$ cat src/rtl/chacha_bus_if_if.sv
// Word-addressed 32-bit register bus between a host master and the ChaCha register block.
// read_data is registered by the slave and follows a read strobe by one cycle.
interface chacha_bus_if_if #(
  parameter int unsigned ADDR_WIDTH = 8
);
  logic                  write;
  logic [31:0]           write_data;
  logic                  read;
  logic [31:0]           read_data;
  logic [ADDR_WIDTH-1:0] addr;

  modport master (output write, output write_data, output read, output addr, input read_data);
  modport slave  (input write, input write_data, input read, input addr, output read_data);
endinterface

$ cat src/rtl/chacha_bus_if.sv
// Register front-end for the ChaCha core: config/key/data registers, init/next pulses,
// completion tracking FSM and a captured 512-bit result bank.
module chacha_bus_if #(
  parameter int unsigned ADDR_WIDTH     = 8,
  parameter logic [4:0]  DEFAULT_ROUNDS = 5'd20,
  parameter logic        DEFAULT_KEYLEN = 1'b1,
  parameter logic [31:0] CORE_VERSION   = 32'h00010000
) (
  input  logic           clk,
  input  logic           reset_n,
  chacha_bus_if_if.slave bus,
  output logic           core_init,
  output logic           core_next,
  output logic [255:0]   core_key,
  output logic           core_keylen,
  output logic [4:0]     core_rounds,
  output logic [63:0]    core_iv,
  output logic [63:0]    core_ctr,
  output logic [511:0]   core_data_in,
  input  logic           core_ready,
  input  logic [511:0]   core_data_out,
  input  logic           core_data_out_valid,
  output logic           irq
);

  typedef enum logic [1:0] {StIdle, StStart, StWait, StCapture} state_e;

  state_e r_state, w_state_next;

  logic [31:0] r_key      [8];
  logic [31:0] r_iv       [2];
  logic [31:0] r_data_in  [16];
  logic [31:0] r_data_out [16];
  logic [31:0] r_ctr_lo, r_ctr_hi, r_read_data, w_rdata;
  logic [4:0]  r_rounds;
  logic        r_keylen, r_auto_inc, r_ie, r_done, r_err, r_is_init;

  logic [ADDR_WIDTH-1:0] w_addr;
  logic [7:0]            w_a;
  logic [31:0]           w_wd;
  logic w_hit, w_wr, w_wr_ctrl, w_wr_status, w_req, w_start, w_lockable;
  logic w_lock_err, w_wait_fail, w_capture, w_busy;

  // Any address bit above bit 7 makes the access unmapped.
  assign w_addr      = bus.addr;
  assign w_a         = w_addr[7:0];
  assign w_hit       = (w_addr >> 8) == '0;
  assign w_wd        = bus.write_data;
  assign w_busy      = r_state != StIdle;
  assign w_wr        = bus.write & w_hit;
  assign w_wr_ctrl   = w_wr & (w_a == 8'h08);
  assign w_wr_status = w_wr & (w_a == 8'h09);
  assign w_req       = w_wr_ctrl & (w_wd[0] | w_wd[1]);
  assign w_start     = w_req & ~w_busy;
  assign w_lockable  = w_wr & ((w_a == 8'h0A) | (w_a == 8'h0B) | (w_a[7:3] == 5'b00010) |
                               (w_a[7:2] == 6'b001000) | (w_a[7:4] == 4'h4));
  assign w_lock_err  = w_busy & (w_lockable | w_req);
  assign w_wait_fail = (r_state == StWait) & core_ready & ~core_data_out_valid;
  assign w_capture   = r_state == StCapture;

  always_ff @(posedge clk) begin
    if (!reset_n) r_state <= StIdle;
    else          r_state <= w_state_next;
  end

  always_comb begin
    w_state_next = r_state;
    case (r_state)
      StIdle:    if (w_start) w_state_next = StStart;
      StStart:   w_state_next = StWait;
      StWait:    if (core_ready) w_state_next = core_data_out_valid ? StCapture : StIdle;
      StCapture: w_state_next = StIdle;
      default:   w_state_next = StIdle;
    endcase
  end

  always_ff @(posedge clk) begin
    if (!reset_n) begin
      for (int i = 0; i < 8; i++)  r_key[i] <= '0;
      for (int i = 0; i < 16; i++) r_data_in[i] <= '0;
      for (int i = 0; i < 16; i++) r_data_out[i] <= '0;
      r_iv[0]     <= '0;
      r_iv[1]     <= '0;
      r_ctr_lo    <= '0;
      r_ctr_hi    <= '0;
      r_keylen    <= DEFAULT_KEYLEN;
      r_rounds    <= DEFAULT_ROUNDS;
      r_auto_inc  <= 1'b0;
      r_ie        <= 1'b0;
      r_done      <= 1'b0;
      r_err       <= 1'b0;
      r_is_init   <= 1'b0;
      r_read_data <= '0;
    end else begin
      if (w_wr & ~w_busy) begin
        if (w_a[7:3] == 5'b00010) r_key[w_a[2:0]] <= w_wd;
        if (w_a[7:4] == 4'h4)     r_data_in[w_a[3:0]] <= w_wd;
        if (w_a == 8'h20)         r_iv[0] <= w_wd;
        if (w_a == 8'h21)         r_iv[1] <= w_wd;
        if (w_a == 8'h22)         r_ctr_lo <= w_wd;
        if (w_a == 8'h23)         r_ctr_hi <= w_wd;
        if (w_a == 8'h0A)         r_keylen <= w_wd[0];
        if (w_a == 8'h0B)         r_rounds <= w_wd[4:0];
      end
      if (w_wr_ctrl) begin
        r_auto_inc <= w_wd[2];
        r_ie       <= w_wd[3];
      end
      if (w_start) r_is_init <= w_wd[0];
      // Completion beats a same-cycle W1C.
      if (w_capture) r_done <= 1'b1;
      else if (w_start || (w_wr_status && w_wd[1])) r_done <= 1'b0;
      if (w_lock_err || w_wait_fail) r_err <= 1'b1;
      else if (w_wr_status && w_wd[3]) r_err <= 1'b0;
      if (w_capture) begin
        for (int i = 0; i < 16; i++) r_data_out[i] <= core_data_out[511-32*i -: 32];
        if (r_auto_inc) {r_ctr_hi, r_ctr_lo} <= {r_ctr_hi, r_ctr_lo} + 64'd1;
      end
      r_read_data <= w_rdata;
    end
  end

  always_comb begin
    w_rdata = '0;
    if (bus.read && w_hit) begin
      if (w_a[7:3] == 5'b00010)  w_rdata = r_key[w_a[2:0]];
      else if (w_a[7:4] == 4'h4) w_rdata = r_data_in[w_a[3:0]];
      else if (w_a[7:4] == 4'h8) w_rdata = r_data_out[w_a[3:0]];
      else begin
        case (w_a)
          8'h00:   w_rdata = 32'h63686163;
          8'h01:   w_rdata = 32'h68613230;
          8'h02:   w_rdata = CORE_VERSION;
          8'h08:   w_rdata = {28'd0, r_ie, r_auto_inc, 2'b00};
          8'h09:   w_rdata = {28'd0, r_err, w_busy, r_done, core_ready};
          8'h0A:   w_rdata = {31'd0, r_keylen};
          8'h0B:   w_rdata = {27'd0, r_rounds};
          8'h20:   w_rdata = r_iv[0];
          8'h21:   w_rdata = r_iv[1];
          8'h22:   w_rdata = r_ctr_lo;
          8'h23:   w_rdata = r_ctr_hi;
          default: w_rdata = '0;
        endcase
      end
    end
  end

  for (genvar g = 0; g < 8; g++) begin : g_key
    assign core_key[255-32*g -: 32] = r_key[g];
  end
  for (genvar g = 0; g < 16; g++) begin : g_din
    assign core_data_in[511-32*g -: 32] = r_data_in[g];
  end

  assign core_init     = (r_state == StStart) & r_is_init;
  assign core_next     = (r_state == StStart) & ~r_is_init;
  assign core_iv       = {r_iv[0], r_iv[1]};
  assign core_ctr      = {r_ctr_hi, r_ctr_lo};
  assign core_keylen   = r_keylen;
  assign core_rounds   = r_rounds;
  assign irq           = r_done & r_ie;
  assign bus.read_data = r_read_data;

endmodule
$ cat src/flat_wrapper.sv
// flat-port wrapper written by rule: the top's interface ports become plain ports
module chacha_bus_if_flat 
#(
  parameter int unsigned ADDR_WIDTH     = 8,
  parameter logic [4:0]  DEFAULT_ROUNDS = 5'd20,
  parameter logic        DEFAULT_KEYLEN = 1'b1,
  parameter logic [31:0] CORE_VERSION   = 32'h00010000
)
  (clk, reset_n, core_init, core_next, core_key, core_keylen, core_rounds, core_iv, core_ctr, core_data_in, core_ready, core_data_out, core_data_out_valid, irq, bus_write, bus_write_data, bus_read, bus_addr, bus_read_data);
  chacha_bus_if_if #(.ADDR_WIDTH(ADDR_WIDTH)) bus_i ();
  input  logic clk;
  input  logic reset_n;
  output logic core_init;
  output logic core_next;
  output logic [255:0] core_key;
  output logic core_keylen;
  output logic [4:0] core_rounds;
  output logic [63:0] core_iv;
  output logic [63:0] core_ctr;
  output logic [511:0] core_data_in;
  input  logic core_ready;
  input  logic [511:0] core_data_out;
  input  logic core_data_out_valid;
  output logic irq;
  input wire logic [$bits(bus_i.write)-1:0] bus_write;
  input wire logic [$bits(bus_i.write_data)-1:0] bus_write_data;
  input wire logic [$bits(bus_i.read)-1:0] bus_read;
  input wire logic [$bits(bus_i.addr)-1:0] bus_addr;
  output wire logic [$bits(bus_i.read_data)-1:0] bus_read_data;
  assign bus_i.write = bus_write;
  assign bus_i.write_data = bus_write_data;
  assign bus_i.read = bus_read;
  assign bus_i.addr = bus_addr;
  assign bus_read_data = bus_i.read_data;
  chacha_bus_if #(.ADDR_WIDTH(ADDR_WIDTH), .DEFAULT_ROUNDS(DEFAULT_ROUNDS), .DEFAULT_KEYLEN(DEFAULT_KEYLEN), .CORE_VERSION(CORE_VERSION)) u_core (.clk(clk), .reset_n(reset_n), .bus(bus_i), .core_init(core_init), .core_next(core_next), .core_key(core_key), .core_keylen(core_keylen), .core_rounds(core_rounds), .core_iv(core_iv), .core_ctr(core_ctr), .core_data_in(core_data_in), .core_ready(core_ready), .core_data_out(core_data_out), .core_data_out_valid(core_data_out_valid), .irq(irq));
endmodule
$ cat config.mk
export PLATFORM = sky130hd
export DESIGN_NAME = chacha_bus_if_flat
export DESIGN_NICKNAME = d
export VERILOG_FILES = /design/src/rtl/chacha_bus_if_if.sv /design/src/rtl/chacha_bus_if.sv /design/src/flat_wrapper.sv
export SDC_FILE = /design/constraint.sdc
export NUM_CORES = 2
export LEC_CHECK = 0
export BUFFER_PORTS_ARGS = -buffer_cell sky130_fd_sc_hd__buf_2
export CORE_AREA = 4 4 578 580
export CTS_CLUSTER_SIZE = 24
export DETAILED_ROUTE_END_ITERATION = 10
export DIE_AREA = 0 0 582 584
export MAX_ROUTING_LAYER = met4
export PLACE_DENSITY = 0.4
export REMOVE_ABC_BUFFERS = 1
export SLEW_MARGIN = 5
export SYNTH_ARGS = -nofsm -noshare
export SYNTH_HDL_FRONTEND = slang
export SYNTH_SLANG_ARGS = --single-unit
$ cat constraint.sdc
create_clock -name clk -period 15.09 [get_ports clk]
set_input_delay 3.018 -clock clk [delete_from_list [all_inputs] [get_ports clk]]
set_output_delay 3.018 -clock clk [all_outputs]
set_load 0.02 [all_outputs]
==> results.md <==
- Avg Cell Area, Syn: 14.6 µm²
- RR Startpoint: u_core.r_state[1]
- Mux cell area share after synthesis: 0.126
- H-Tree Depth: 4
- Clock Sinks: roughly 1500
- Ys async rst share: 0
- Top_reg_cell synth: edfxtp_1
- Fill count: around 34000
- Final ANT Viol Nets: 0
- Crit. Startpoint: bus_addr[0]
- Fin nets: between 6000 and 7000
- Post-route cell area: ~85000 µm²
- EDFF count, synth: 1344
- WP data arrival: around 7.4 ns
- Number of max-cap violations: 0
- Final setup violation count: 0
- Die Y: between 500 and 600 µm
- Initial DRC count: ~5400
- Clk pin slew, worst setup/hold paths: 0.06 ns
- Pins Over Slew Limit: 0
- Finished Layout Cells: 10497
- First-pass GRT wire length: 499000 µm
- Final WL: 389000 µm
- Worst path required time: 15.79 ns
- Clk_skew: 0.0481 ns
- Initial antenna violation count: between 100 and 150
- Worst VDD drop: 0.0000800 V
- Post-Synthesis Cells: between 4000 and 5000
- Rows: 211
- Routed WL per cell: approximately 37 µm
- Power per cell area: 117 nW/µm²
- Slew @ Worst Pin: 1.28 ns
- PortBufs: 1494
- Clk Latency, worst-skew pair: around 0.87 ns
- Tot GR Track Use: 0.226
- Crit Path Max Fanout: 85
- Final worst-path cycle share: 0.447
- Drt via density: ~4.6
- Synth Warn #: 0
- Hold crit path type: reg2reg
- Slew HR: 0.142
- Critical path class: in2reg
- CTS tree: built
- Post-Route Utilization: 0.259
- Post-DP HPWL: 297000 µm
- Seq/Total Area, Yosys: 0.643
- Num ports: between 1000 and 1500
- Residual DRC count: 0
- FF-to-FF setup slack: 10.53 ns
- Synthesized cell area: 66100 µm²
- Post-Synth XOR/XNOR Area: 0.00146
- Outcome: finished, final reports clean
- Cell taking the most area after synthesis: edfxtp_1
- Synth top cells by count: 1344 x edfxtp_1, 1263 x and2_1, 304 x mux4_2
- Hold buffer count at CTS: 0
- Area Growth Syn to Fin: 28.7%
- Fin Hold WS: 0.511 ns
- CP Capture Type: flip-flop
- Post-synth top area share: 0.610
- CTS root buf: clkbuf_16
- Hold Fails Final Rpt: 0
- Unique masters post-synth: 77
- Fraction of the mapped netlist area in adder cells: 0.000189
- Maximum root-to-sink buffer count: 4
- Die span in x: 582 µm
- DRT Pass-1 Iters: 6
- Post-synthesis simple-gate area fraction: 0.159
- Setup_tns: 0 ns
- CP Launch Type: primary input
- Tmin final: 6.74 ns
- Post-CTS Setup Bufs: 0
- RSZ-0062 raised after global routing: false
- GRT Residual Overflow: 0
- #FFs+latches synth: between 1000 and 1500
- Core footprint: roughly 330000 µm²
- Die Footprint: 340000 µm²
- Share of cells above drive strength 1: 0.379
- Post-synthesis compound-gate area fraction: 0.0457
- Post-CTS sizing: 0
- Cts bufs inserted: 185
- Hold_sp: u_core.r_done
- Initial Utilization: 0.201
- Dpl cell area: 79200 µm²
- Routability cong.: ~0.86
- Number of global-route vias before repair: 48294
- Main combinational cell family by area after synthesis: simple AND/OR/NAND/NOR gates
- Leak Pwr: 33.3 nW
- Placed insts: 10125
- F_max: 0.148 GHz
- Via count: just under 50000
- Most numerous cell in the Yosys netlist: edfxtp_1
- Synth area leaders: edfxtp_1 61%, and2_1 12%, mux4_2 10%
- Largest net degree at the start of global routing: roughly 190
-- cells in the final DEF (no fill, tap or decap), types with 53 or more instances in the layout --
cell	netlist	layout
a22oi_1	69	69
mux4_2	304	304
mux2i_1	139	139
edfxtp_1	1344	1344
buf_4	2	136
dfxtp_1	109	109
o21ai_0	70	59
clkbuf_16	0	189
o22ai_1	53	53
a21oi_1	64	64
nor2_1	89	74
and2_1	1263	1263
nand2_1	113	110
buf_2	54	1489
and3_1	87	87
-- per-stage QoR --
stage	total power [mW]	worst slack (ns)
detailed placement	5.67	7.37
floorplan	5.06	0.0923
global route	10.3	8.19
global placement	5.67	7.40
CTS	10.1	8.31
finish	9.97	8.35
-- area by class of cell --
type	instances	area [µm²]	area share
Tap cell	4366	5460	0.0642
Sequential cell	1453	42500	0.500
Clock buffer	230	4940	0.0581
Multi-Input combinational cell	2663	22500	0.264
Antenna cell	45	113	0.00132
Inverter	8	30.0	0.000353
Timing Repair Buffer	1635	8660	0.102
Clock inverter	97	908	0.0107
-- critical path, cell delays in order --
cell	delay, ns
buf_8	0.38
buf_4	0.63
buf_4	0.69
buf_12	0.58
mux4_2	0.62
mux2i_1	0.44
o2111ai_1	0.46
o2bb2ai_1	0.27
-- per-layer routing --
layer / vias up / part of all wire / track usage
li1: 19856 / - / -
met1: 25109 / 0.39 / 0.271
met2: 2625 / 0.49 / 0.380
met3: 460 / 0.078 / 0.0477
met4: 0 / 0.039 / 0.0735
met5: - / 0 / -
-- cells by family (layout without fill, tap and decap cells) --
| group | Yosys count | after routing |
|---|---|---|
| AO/OA/AOI/OAI | 447 | 447 |
| XOR/XNOR | 11 | 11 |
| adder cells (fa/ha/maj) | 1 | 1 |
| buffers and inverters | 399 | 1970 |
| flip-flops | 1453 | 1453 |
| multiplexers | 454 | 454 |
| other | 0 | 45 |
| AND/OR/NAND/NOR | 1750 | 1750 |
-- registers in the layout, summed over array words and instances, names as in the netlist --
name and count:
u_core.r_key 256, u_core.r_auto_inc 1, u_core.bus.read_data 32, u_core.r_done 1, u_core.r_is_init 1, u_core.r_data_out 512, u_core.r_data_in 512, u_core.r_ie 1
u_core.r_state 2, u_core.r_ctr_lo 32, u_core.core_rounds 5, u_core.core_keylen 1, u_core.r_ctr_hi 32, u_core.r_iv 64, u_core.r_err 1
-- where the power goes --
group / switching [mW] / total (mW) / internal [mW] / leakage, nW
registers: 0.105 / 4.65 / 4.54 / 14.7
logic: 0.636 / 0.918 / 0.282 / 15.7
clock network: 1.89 / 4.40 / 2.52 / 2.84
total: 2.63 / 9.97 / 7.34 / 33.3
-- worst paths after layout --
path	end	depth (start not counted)
min	u_core.r_done	2
max	u_core.bus.read_data[29]	8
max reg2reg	u_core.r_data_in[8][27]	8
min reg2reg	u_core.r_done	2
(Power assumes the default switching activity.)
